## src/rtl/traffic_light_fsm.sv

```systemverilog
// rtl/traffic_light_fsm.sv - intersection lamp sequencer driven by a 1 Hz tick
//
// Optional side-street vehicle sensor: define TRAFFIC_SENSOR_EN to add the
// sensor port and the side-green extension phase (S_SGX). Without it the
// extension phase is unreachable and side green always runs T_BASE ticks.

module traffic_light_fsm #(
  parameter int T_BASE = 6,
  parameter int T_EXT  = 3,
  parameter int T_YEL  = 2,
  parameter int CNT_W  = 4
) (
  input  logic       clk,
  input  logic       global_reset,
  input  logic       tick,
  input  logic       wr_to_fsm,
`ifdef TRAFFIC_SENSOR_EN
  input  logic       sensor,
`endif
  output logic [2:0] main_rgy,
  output logic [2:0] side_rgy,
  output logic       walk_lamp,
  output logic       walk_request_reset
);

  // Lamp encodings, one-hot {R,Y,G}
  localparam logic [2:0] LAMP_R = 3'b100;
  localparam logic [2:0] LAMP_Y = 3'b010;
  localparam logic [2:0] LAMP_G = 3'b001;

  // Phase durations in ticks, sized to the timer
  localparam logic [CNT_W-1:0] D_BASE = CNT_W'(T_BASE);
  localparam logic [CNT_W-1:0] D_EXT  = CNT_W'(T_EXT);
  localparam logic [CNT_W-1:0] D_YEL  = CNT_W'(T_YEL);
  localparam logic [CNT_W-1:0] ONE    = CNT_W'(1);

  typedef enum logic [2:0] {
    S_MG   = 3'd0,
    S_MY   = 3'd1,
    S_WALK = 3'd2,
    S_SG   = 3'd3,
    S_SGX  = 3'd4,
    S_SY   = 3'd5
  } state_t;

  state_t           state;
  state_t           state_nxt;
  state_t           succ;
  logic [CNT_W-1:0] rem;
  logic [CNT_W-1:0] rem_nxt;
  logic             illegal;
  logic             side_demand;

`ifdef TRAFFIC_SENSOR_EN
  assign side_demand = sensor;
`else
  // No sensor fitted: side street never asks for the extension
  assign side_demand = 1'b0;
`endif

  // Duration loaded into the timer when a state is entered
  function automatic logic [CNT_W-1:0] dur_of(input state_t s);
    case (s)
      S_MG:    dur_of = D_BASE;
      S_MY:    dur_of = D_YEL;
      S_WALK:  dur_of = D_EXT;
      S_SG:    dur_of = D_BASE;
      S_SGX:   dur_of = D_EXT;
      S_SY:    dur_of = D_YEL;
      default: dur_of = D_BASE;
    endcase
  endfunction

  // State and timer register; reset wins over tick and every transition
  always_ff @(posedge clk) begin
    if (global_reset) begin
      state <= S_MG;
      rem   <= D_BASE;
    end else begin
      state <= state_nxt;
      rem   <= rem_nxt;
    end
  end

  // Successor selection and timer update; only a tick moves time forward
  always_comb begin
    state_nxt = state;
    rem_nxt   = rem;
    succ      = S_MG;
    illegal   = 1'b0;

    case (state)
      S_MG:    succ = S_MY;
      S_MY:    succ = wr_to_fsm ? S_WALK : S_SG;
      S_WALK:  succ = S_SG;
      S_SG:    succ = side_demand ? S_SGX : S_SY;
      S_SGX:   succ = S_SY;
      S_SY:    succ = S_MG;
      default: illegal = 1'b1;
    endcase

    if (illegal) begin
      // Corrupted encoding: restart the cycle from main green
      state_nxt = S_MG;
      rem_nxt   = D_BASE;
    end else if (tick) begin
      if (rem > ONE) begin
        rem_nxt = rem - ONE;
      end else begin
        // A zero count can only come from corruption; expire it like a one
        state_nxt = succ;
        rem_nxt   = dur_of(succ);
      end
    end
  end

  // Moore lamp decode; unknown encodings show all-red
  always_comb begin
    main_rgy           = LAMP_R;
    side_rgy           = LAMP_R;
    walk_lamp          = 1'b0;
    walk_request_reset = 1'b0;
    case (state)
      S_MG: begin
        main_rgy = LAMP_G;
      end
      S_MY: begin
        main_rgy = LAMP_Y;
      end
      S_WALK: begin
        walk_lamp          = 1'b1;
        walk_request_reset = 1'b1;
      end
      S_SG: begin
        side_rgy = LAMP_G;
      end
      S_SGX: begin
        side_rgy = LAMP_G;
      end
      S_SY: begin
        side_rgy = LAMP_Y;
      end
      default: begin
        main_rgy = LAMP_R;
        side_rgy = LAMP_R;
      end
    endcase
  end

endmodule

```

## config.mk

```make
export PLATFORM = sky130hd
export DESIGN_NAME = traffic_light_fsm
export DESIGN_NICKNAME = d
export VERILOG_FILES = /design/src/rtl/traffic_light_fsm.sv
export SDC_FILE = /design/constraint.sdc
export NUM_CORES = 1
export LEC_CHECK = 0
export BUFFER_PORTS_ARGS = -buffer_cell sky130_fd_sc_hd__buf_4
export CORE_AREA = 2 2 39 41
export CTS_BUF_LIST = sky130_fd_sc_hd__clkbuf_4
export CTS_CLUSTER_SIZE = 24
export DETAILED_ROUTE_END_ITERATION = 8
export DIE_AREA = 0 0 41 43
export PLACE_DENSITY_LB_ADDON = 0.12
export SETUP_SLACK_MARGIN = 0.1
export SLEW_MARGIN = 20
export SYNTH_ARGS = -nofsm -noshare
export SYNTH_HDL_FRONTEND = slang
export SYNTH_SLANG_ARGS = --single-unit
```

## constraint.sdc

```tcl
create_clock -name clk -period 1.53 [get_ports clk]
set_input_delay 0.306 -clock clk [delete_from_list [all_inputs] [get_ports clk]]
set_output_delay 0.306 -clock clk [all_outputs]
set_load 0.01 [all_outputs]
```

==> After elaboration in Yosys (flattened, before gate mapping) <==
Cells that the tools add are included.
{ "word_totals": {"mem_count": 0, "ramBits": 0, "regBits": 7, "inputBits": 4, "romBits": 0, "latch_bits": 0, "output_inout_bits": 8, "word_cells": 29} }
{ "classes": {"bitwise": 2, "muxes": 7, "reduce_logical": 7, "addsub": 1, "n_shift": 0, "eq_ne": 9, "n_div": 0, "magnitude_cmp": 1, "n_mul": 0} }
{ "op_table": {"columns": ["cell", "count"], "rows": [
  ["one-hot mux 3 bit (2 select lines)", 3],
  ["== test 3 bit (second input constant)", 4],
  ["one-hot mux 3 bit (4 select lines)", 1],
  ["== test 3 x 2 -> 1 bit (second input constant)", 3],
  ["OR reduction 2 bit", 4],
  ["== test 3 x 1 -> 1 bit (second input constant)", 2],
  ["OR reduction 6 bit", 1],
  ["greater-than comparator 4 x 1 -> 1 bit (second input constant)", 1],
  ["two-way mux 4 bit", 1],
  ["subtractor 4 x 1 -> 4 bit (second input constant)", 1],
  ["zero test 3 bit", 1],
  ["two-way mux 1 bit", 2],
  ["NOT 1 bit", 2],
  ["AND reduction 2 bit", 1]
]} }

==> Depth between registers and ports, before layout <==
Gate-level depths: netlist (run 1).
{ "logic_depth": {"word_depth": 7, "mapped_depth": 5, "ltp_nobuf": 5} }

==> Worst setup path before layout (run 1) <==
Ideal clock, no wire load.
{ "synth_path": {"path_type": "register to register", "startpoint": "register rem[0]", "endpoint": "register state[0]", "path_slack_ns": 0.061, "n_path_buf": 0, "required_ns": 1.416, "arrival_time_ns": 1.355, "synth_period_minus_slack_ns": 1.469, "stages_incl_launch_ff": 6, "setup_time_ns": 0.114, "path_cell_list": "dfxtp_1 > inv_1 > ha_1 > o21bai_2 > o21ai_0 > a2111oi_0"} }
{ "synth_between": {"elab_chain_len": 3} }
{ "synth_rtl": {"columns": ["item", "line", "text"], "rows": [
  ["from (decl)", "49", "logic [CNT_W-1:0] rem;"],
  ["from (signal assigned)", "81", "rem <= rem_nxt;"],
  ["greater-than comparator 4 x 1 -> 1 bit", "107", "if (rem > ONE) begin"],
  ["NOT 1 bit (no line)", null, null],
  ["AND reduction 2 bit (no line)", null, null],
  ["to (signal assigned)", "80", "state <= state_nxt;"],
  ["to (decl)", "46", "state_t state;"]
]} }
Every way passes these cells.
A chain may end at the register's enable or synchronous reset.

==> Worst setup path in the final report (run 1) <==
{ "layout_path": {"startpoint": "register state[1]", "endpoint": "output port side_rgy[0]"} }
{ "layout_between": {"elab_chain_len": 3, "elab_cells_between_ends": 5, "cone_classes": "eq/ne: 3; mux: 1; reduce/logical: 1"} }
{ "layout_rtl": {"columns": ["item", "line", "text"], "rows": [
  ["== test 3 bit or == test 3 x 2 -> 1 bit (tied branches)", "123", "case (state)"],
  ["OR reduction 2 bit (no line)", null, null],
  ["one-hot mux 3 bit (2 select lines) (*)", "123", null],
  ["to (decl)", "21", "output logic [2:0] side_rgy,"]
]} }
Every way passes the cells marked *; elsewhere a longest branch is shown, timed or not.

==> results.txt, run 1 <==
The flow ran to the end, and the final reports show no timing, DRC or antenna violations. The row count came out at 14. The total area inside the core boundary comes to roughly 1400 sq um.

The number of levels in the clock H-tree came out at 1. STA puts the critical path data arrival time at 1170 ps. The initial utilization of the core area, before any placement, comes to 0.363. The total via count after detailed routing is just over 500.

For this run, design rule violations remaining after detail routing come to 0. The power density over cell area came out at 635 nW/um^2. The final worst hold slack came out at 219 ps. The post-synthesis compound-gate area fraction is 0.297.

The portion of netlist area occupied by mux cells came out at 0. The sequential-to-total area share from yosys stat is 0.279. TritonCTS created 3 clock buffers.

The xor/xnor cell area share of the yosys netlist came out at 0. After detailed routing, the average wire length per cell comes to 13.6 um. STA classifies the critical path endpoint as an output port. STA classifies the critical path startpoint as a flop. The part of the total power dissipated in sequential elements came out at 0.404.

At the pin with the least slew margin, the transition time is 405 ps. The cell count after synthesis came out at 62. Of all cell types, the one taking the most synthesized area is dfxtp_1. The worst reg-to-reg path cell count is 4. The largest net degree at the start of global routing came out at 10. The fraction of power spent switching nets is 0.272. Summed over all layers, the global routing overflow is 0. Synthesis inferred 7 register bits. Of the cells placed in the final design, the portion with a size suffix greater than 1 is 0.588.

The largest driver fanout on the critical path is 5. Counting instances, the worst hold path has a depth of 2. The first TritonRoute pass finished after 4 iterations.

The minimum clock period after layout is 1480 ps. The worst hold path belongs to the class input port to flop. Of the total synthesized cell area, the portion taken by AND, OR, NAND and NOR gates is 0.262. In this run the power spent charging and discharging nets is 132 uW. In the final routing, the length of wire on met1 measures 627 um. The peak ir drop on the vdd network is 0.427 mV. The sum of routed wire length over all layers came out at around 1300 um. The area share of the largest cell type after synthesis is 0.279.

Data on the critical path is required at its endpoint by 1220 ps. The share of total power dissipated in the clock network is 0.395. The detail route stage leaves a number of antenna-violating nets equal to 0. The adder-cell share of the synthesized area is 0.0499.

The design draws 487 uW. The worst-case headroom to the max-slew limit is 0.730. The first-pass GRT wire length is 2250 um. Synthesis produced a netlist with a net count of about 70. Routability-driven placement finished with a final weighted congestion of 0.783.

Setup repair after global routing could not meet its margin everywhere. The number of global-route vias before repair is 499. The initial DRC count is 6. The via-per-instance ratio came out at 5.41. The post-placement setup slack came out at 66.7 ps. The count of synthesis-stage warnings from yosys is 0.

Averaged over all synthesized cells, the footprint is 8.09 sq um. The most frequently used cell type in the post-synthesis netlist is dfxtp_1. Of all flip-flops after synthesis, the portion carrying an async set or reset was 0. Between clock sinks in the finished design, the worst skew comes to 9.27 ps. The number of port buffers came out at 11.

The routed length on met3 is approximately 49 um. The tool flagged a number of max-cap violations equal to 0. The final-report hold violation count is 0. Yosys attributes the largest share of cell area to dfxtp_1, o21ai_0, a21oi_1. The repair_antennas step left the layout with diodes totalling 0. The leakage power summed over all cells is 0.000309 uW.

The final cell area excluding filler cells is between 700 and 800 sq um. The die span in y came out at 43 um. The final worst-path cycle share is 0.966. The number of max-slew violations in the final report is 0. The highest layer touched by signal routing is met4. In this run the deepest clock path goes through 2 buffers. Setup violations remaining at the end of the flow were counted as 0. The number of enable-type register cells in the synthesized netlist came out at 0. In the synthesized netlist the dominant register cell turns out to be dfxtp_1. In this run the cell area measured after placement is 618 sq um. The combinational power share is 0.201. The TritonCTS clock tree is done. The die footprint is approximately 1800 sq um.

The I/O pin total is 12. The cell area that synthesis handed to floorplanning was 502 sq um. The die width is 41 um. From synthesis to final layout, the design area changed by 52.9%. The largest family of logic cells by synthesized area is compound AO/OA/AOI/OAI gates. The commonest cells after synthesis are dfxtp_1, o21ai_0, a21oi_1. The latest clock arrival within the worst-skew pair came out at about 260 ps. The cell count after placement came out at 89. In this run the clock root is driven by a clkbuf_4. Detailed placement finished with a half-perimeter wire length of 841 um.

The met2 routed wirelength came out at 613 um. The global-route usage over all layers came out at 0.192. The initial antenna violation count is 0. The highest achievable clock rate is between 600 and 700 MHz. The final non-filler cell total came out at 96. CTS saw 7 sinks. The internal portion of the total power is around 350 uW. In the final design database the tool counted 87 nets. The clock edge transition at the registers on the reported setup and hold paths is 60 ps.

The critical path is of the flop to output port type. Synthesis instantiated 35 different standard cells from the library. After layout, the worst setup slack is 52.7 ps.
-- cell usage in the layout, fill, tap and decap left out, types with 2 or more instances in the layout --
cell type / count
a21oi_1: 5
inv_4: 2
nor2_1: 2
buf_4: 17
dfxtp_4: 3
o21ai_0: 5
buf_6: 3
nor2_2: 2
clkbuf_4: 4
dfxtp_2: 2
ha_4: 2
dfxtp_1: 2
nand2_1: 2
-- kinds of logic after synthesis --
logic type               Yosys count
AO/OA/AOI/OAI                     22
adder cells (fa/ha/maj)            2
buffers and inverters             10
AND/OR/NAND/NOR                   21
flip-flops                         7
-- per-layer routing --
metal,vias up,track usage
li1,267,-
met1,243,0.255
met2,7,0.266
met3,2,0.0942
met4,0,0.0600
met5,-,0
-- per-stage QoR --
| step | util | TNS [ps] |
|---|---|---|
| global placement | 0.447 | 0 |
| floorplan | - | 0 |
| CTS | 0.518 | 0 |
| global route | 0.554 | -3.93 |
| finish | 0.554 | 0 |
| detailed placement | 0.447 | 0 |
-- cell type report --
class	instances	area, sq um
fillers	139	617
multi-input cells	45	382
repair buffers	20	161
flip-flops and latches	7	154
clock buffers	4	30.0
inverters	4	20.0
well taps	16	20.0
-- worst max-delay path, stage by stage (launching register included) --
cell and delay (ps):
dfxtp_4 360, and3b_2 200, or2_1 230, buf_6 130
-- worst paths after layout --
path | start | endpoint | slack, ps
worst max-delay path | state[1]$_SDFFE_PP0P_ | side_rgy[0] | 50
worst min-delay path | global_reset | state[1]$_SDFFE_PP0P_ | 220
worst max register to register | state[1]$_SDFFE_PP0P_ | state[2]$_SDFFE_PP0P_ | 150
worst min register to register | rem[3]$_SDFFE_PP0P_ | rem[3]$_SDFFE_PP0P_ | 520
-- power by group through the flow --
| stage | combinational (uW) | sequential, uW | clock [uW] |
|---|---|---|---|
| final | 98.1 | 197 | 192 |
| after detailed placement | 81.7 | 201 | 0 |
| after global routing | 109 | 198 | 215 |
| after CTS | 91.6 | 196 | 201 |
| after global placement | 81.8 | 201 | 0 |
| after floorplan | 48.5 | 200 | 0 |
-- timing repair --
item                       in CTS  in global routing
resized for setup              15                 16
pin swaps                       3                  3
setup buffers                   3                  0
setup endpoints to repair       7                  9
hold buffers                    0                  0
-- flip-flops by register name (all words and copies together), names as in the netlist --
signal and flops:
rem 4, state 3
(Power assumes the default switching activity.)
==> run 2, diff against run 1 <==
clock period = 1.35 ns   (was 1.53 ns; I/O delays follow)
==> run 2 against run 1 <==
  * The flow now finishes with violations (negative setup slack)
  * Critical endpoint unchanged
  * Combinational power is 58% higher
  * Clock-buffer cell count stayed put
  * Highest routed layer unchanged
  * Register-to-register slack worse by 210 ps
  * First-iteration DRC count rose to 3.8 times the previous value
  * Wire length up 30%
  * Cell area up 24%
  * Sequential cell count did not move
  * Global-route usage grew 2.1 points
  * Sequential power is 13% higher
==> results.txt, run 2 (synthesis gave the netlist of run 1 again) <==
Outcome: finished, violations left (was complete, no violations). The final reports fail on negative setup slack. The reg-to-reg endpoint is rem[0]$_SDFFE_PP0P_ (was state[2]$_SDFFE_PP0P_). The final worst hold slack is 210 ps (was 219 ps). The latest clock arrival within the worst-skew pair is 250 ps (was 260 ps).

The leakage power summed over all cells came out at 0.000394 uW (was 0.000309 uW). The sort of element at the start of the critical path is a flop (unchanged). The minimum setup slack in the final design came out at -147 ps (was 52.7 ps). The number of max-slew violations in the final report is 0 (unchanged). The die width came out at 41 um (unchanged). The flip-flop count of the largest register, all copies and words added came out at 4 (unchanged). The hold path startpoint is global_reset (unchanged). The via-per-instance ratio is 5.43 (was 5.41). The post-route DRC violation count was 0 (unchanged). The number of port buffers is 11 (unchanged).

The worst reg-to-reg path cell count came to 5 (was 4). The row count came out at 14 (unchanged). Cell-by-cell trace of the critical path: buf_4, nor3b_2, or2_1, buf_6 (was and3b_2, or2_1, buf_6). The depth of the worst hold-timing path came out at 2 (unchanged).

The buffer and inverter count on the worst path came out at 2 (was 1). The critical path endpoint category is an output port (unchanged). The longest individual stage delay on the worst path is 350 ps (was 360 ps). The number of detailed-routing iterations run before antenna repair came out at 4 (unchanged). The final global-route overflow total came out at 0 (unchanged). The slowest library cell on the worst path is dfxtp_4 (unchanged).

The die footprint is 1760 sq um (unchanged). The initial standard-cell utilization of the core came out at 0.363 (unchanged). The slew of the pin with the lowest slew margin came out at 290 ps (was 405 ps). The type of the setup path with the least slack is flop to output port (unchanged). The global-route usage over all layers is 0.212 (was 0.192). The TritonCTS clock tree is done (unchanged). The clock buffer count from CTS is 3 (unchanged). The peak ir drop on the vdd network came out at 0.561 mV (was 0.427 mV). The instance area after placement is 681 sq um (was 618 sq um).

The type of the tightest min-delay check was input port to flop (unchanged). The first-pass GRT wire length came out at 2450 um (was 2250 um). The signal arrival time at the worst endpoint is 1230 ps (was 1170 ps). The final net count came to 100 (was 87). The worst-case headroom to the max-slew limit is 0.805 (was 0.730).

The maximum clock insertion buffer count is 2 (unchanged). The area of the core was 1380 sq um (unchanged). The final cell area excluding filler cells came to 950 sq um (was 767 sq um). The setup TNS was -621 ps (was 0 ps). The clock net sink count was 7 (unchanged). The largest delay contributor family on the critical path is simple AND/OR/NAND/NOR gates (unchanged).

The total via count after detailed routing came to 592 (was 519). The I/O pin total is 12 (unchanged). The initial DRC count came to 23 (was 6). Highest-count cells in the layout ignoring fill and taps: buf_4, buf_6, clkbuf_4, dfxtp_4 (was buf_4, a21oi_1, o21ai_0, clkbuf_4). The count of antenna diodes in the layout came out at 0 (unchanged).

The reg-to-reg startpoint is rem[0]$_SDFFE_PP0P_ (was state[1]$_SDFFE_PP0P_). The end of the worst hold path is state[1]$_SDFFE_PP0P_ (unchanged). The final estimated routing congestion in global placement came out at 0.747 (was 0.783). The cts-stage hold buffer count came out at 0 (unchanged).

The clock root buffer master is clkbuf_4 (unchanged). The total half-perimeter wirelength after legalization and detailed placement was 914 um (was 841 um). The highest achievable clock rate is 668 MHz. The final worst clock skew came out at 8.89 ps (was 9.27 ps).

The most common cell after layout, fill and taps aside is buf_4 (unchanged). The setup violation total in the final timing report is 10 (was 0). The final worst-path cycle share came out at 1.11. The largest driver fanout on the critical path came to 4 (was 5). The area growth from synthesis to final layout came out at 89.3% (was 52.9%). The max capacitance violation total came out at 0 (unchanged). The final non-filler cell total came to 109 (was 96). Unrepaired setup endpoints after global routing: yes (unchanged).

The number of global-route vias before repair is 507 (was 499). The register ranked first by flip-flop count is rem (unchanged). The initial antenna violation count is 0 (unchanged). Largest registers: rem (4), state (3) (unchanged).

The worst reg-to-reg setup slack is -60 ps (was 150 ps). The largest net degree at the start of global routing is 10 (unchanged). The number of levels in the clock H-tree came to 1 (unchanged).

The final-report hold violation count is 0 (unchanged). The clock edge transition at the registers on the reported setup and hold paths came out at 60 ps (about the same). The final antenna-violating net count is 0 (unchanged).

The per-cell routed wire length was 15.5 um (was 13.6 um). The minimum clock period after layout is about 1500 ps. The sum of routed wire length over all layers came out at 1690 um (was 1300 um). The power density over cell area came out at 622 nW/um^2 (was 635 nW/um^2). The required time at the worst-slack endpoint is 1080 ps (was 1220 ps). The cell count after placement is 92 (was 89). The die span in y came out at 43 um (unchanged).

The fraction of layout instances using a drive strength above 1 is 0.731 (was 0.588).
## run 2: cell types whose count changed in the layout (fill, tap and decap cells not counted), sizes merged
cell	change
buf	+13
## run 2: cell type report
type	count	area, sq um
flip-flops and latches	7	158
multi-input cells	45	428
repair buffers	33	289
inverters	4	25.0
clock buffers	4	30.0
fillers	107	434
well taps	16	20.0
## run 2: layer usage
layer	global-route usage	wire length (um)	part of all wire	vias up
li1	-	-	-	287
met1	0.292	740	0.44	283
met3	0.0942	77	0.045	2
met4	0.0400	12	0.0071	0
met5	0	0	0	-
met2	0.303	863	0.51	20
## run 2: per-stage QoR
step / setup slack [ps] / total power, uW / util
floorplan: 60.3 / 293 / -
global placement: -6.85 / 336 / 0.492
detailed placement: -37.3 / 336 / 0.492
CTS: -123 / 563 / 0.602
global route: -182 / 626 / 0.686
finish: -147 / 591 / 0.686
## run 2: worst max path at each step
stage,startpoint,end,cells past startpoint
after floorplan,rem[1]$_SDFFE_PP1P_,rem[0]$_SDFFE_PP0P_,5
after global placement,rem[1]$_SDFFE_PP1P_,rem[0]$_SDFFE_PP0P_,5
after detailed placement,rem[0]$_SDFFE_PP0P_,state[0]$_SDFFE_PP0P_,5
after CTS,state[0]$_SDFFE_PP0P_,side_rgy[0],3
after global routing,state[0]$_SDFFE_PP0P_,side_rgy[0],4
final,state[0]$_SDFFE_PP0P_,side_rgy[0],4
## run 2: what timing repair did
| action | in CTS | in global routing |
|---|---|---|
| pin swaps | 9 | 10 |
| buffers inserted | 7 | 7 |
| endpoints found under the hold margin | 0 | 0 |
| gates resized for setup | 26 | 18 |
| endpoints found under the setup margin | 13 | 15 |
| gates cloned | 0 | 0 |
## run 2: where the power goes
part / internal (uW) / total [uW] / leakage, uW / switching (uW)
combinational: 84.4 / 155 / 0.000316 / 70.3
clock: 133 / 213 / 0.0000184 / 79.7
sequential: 211 / 223 / 0.0000593 / 12.5
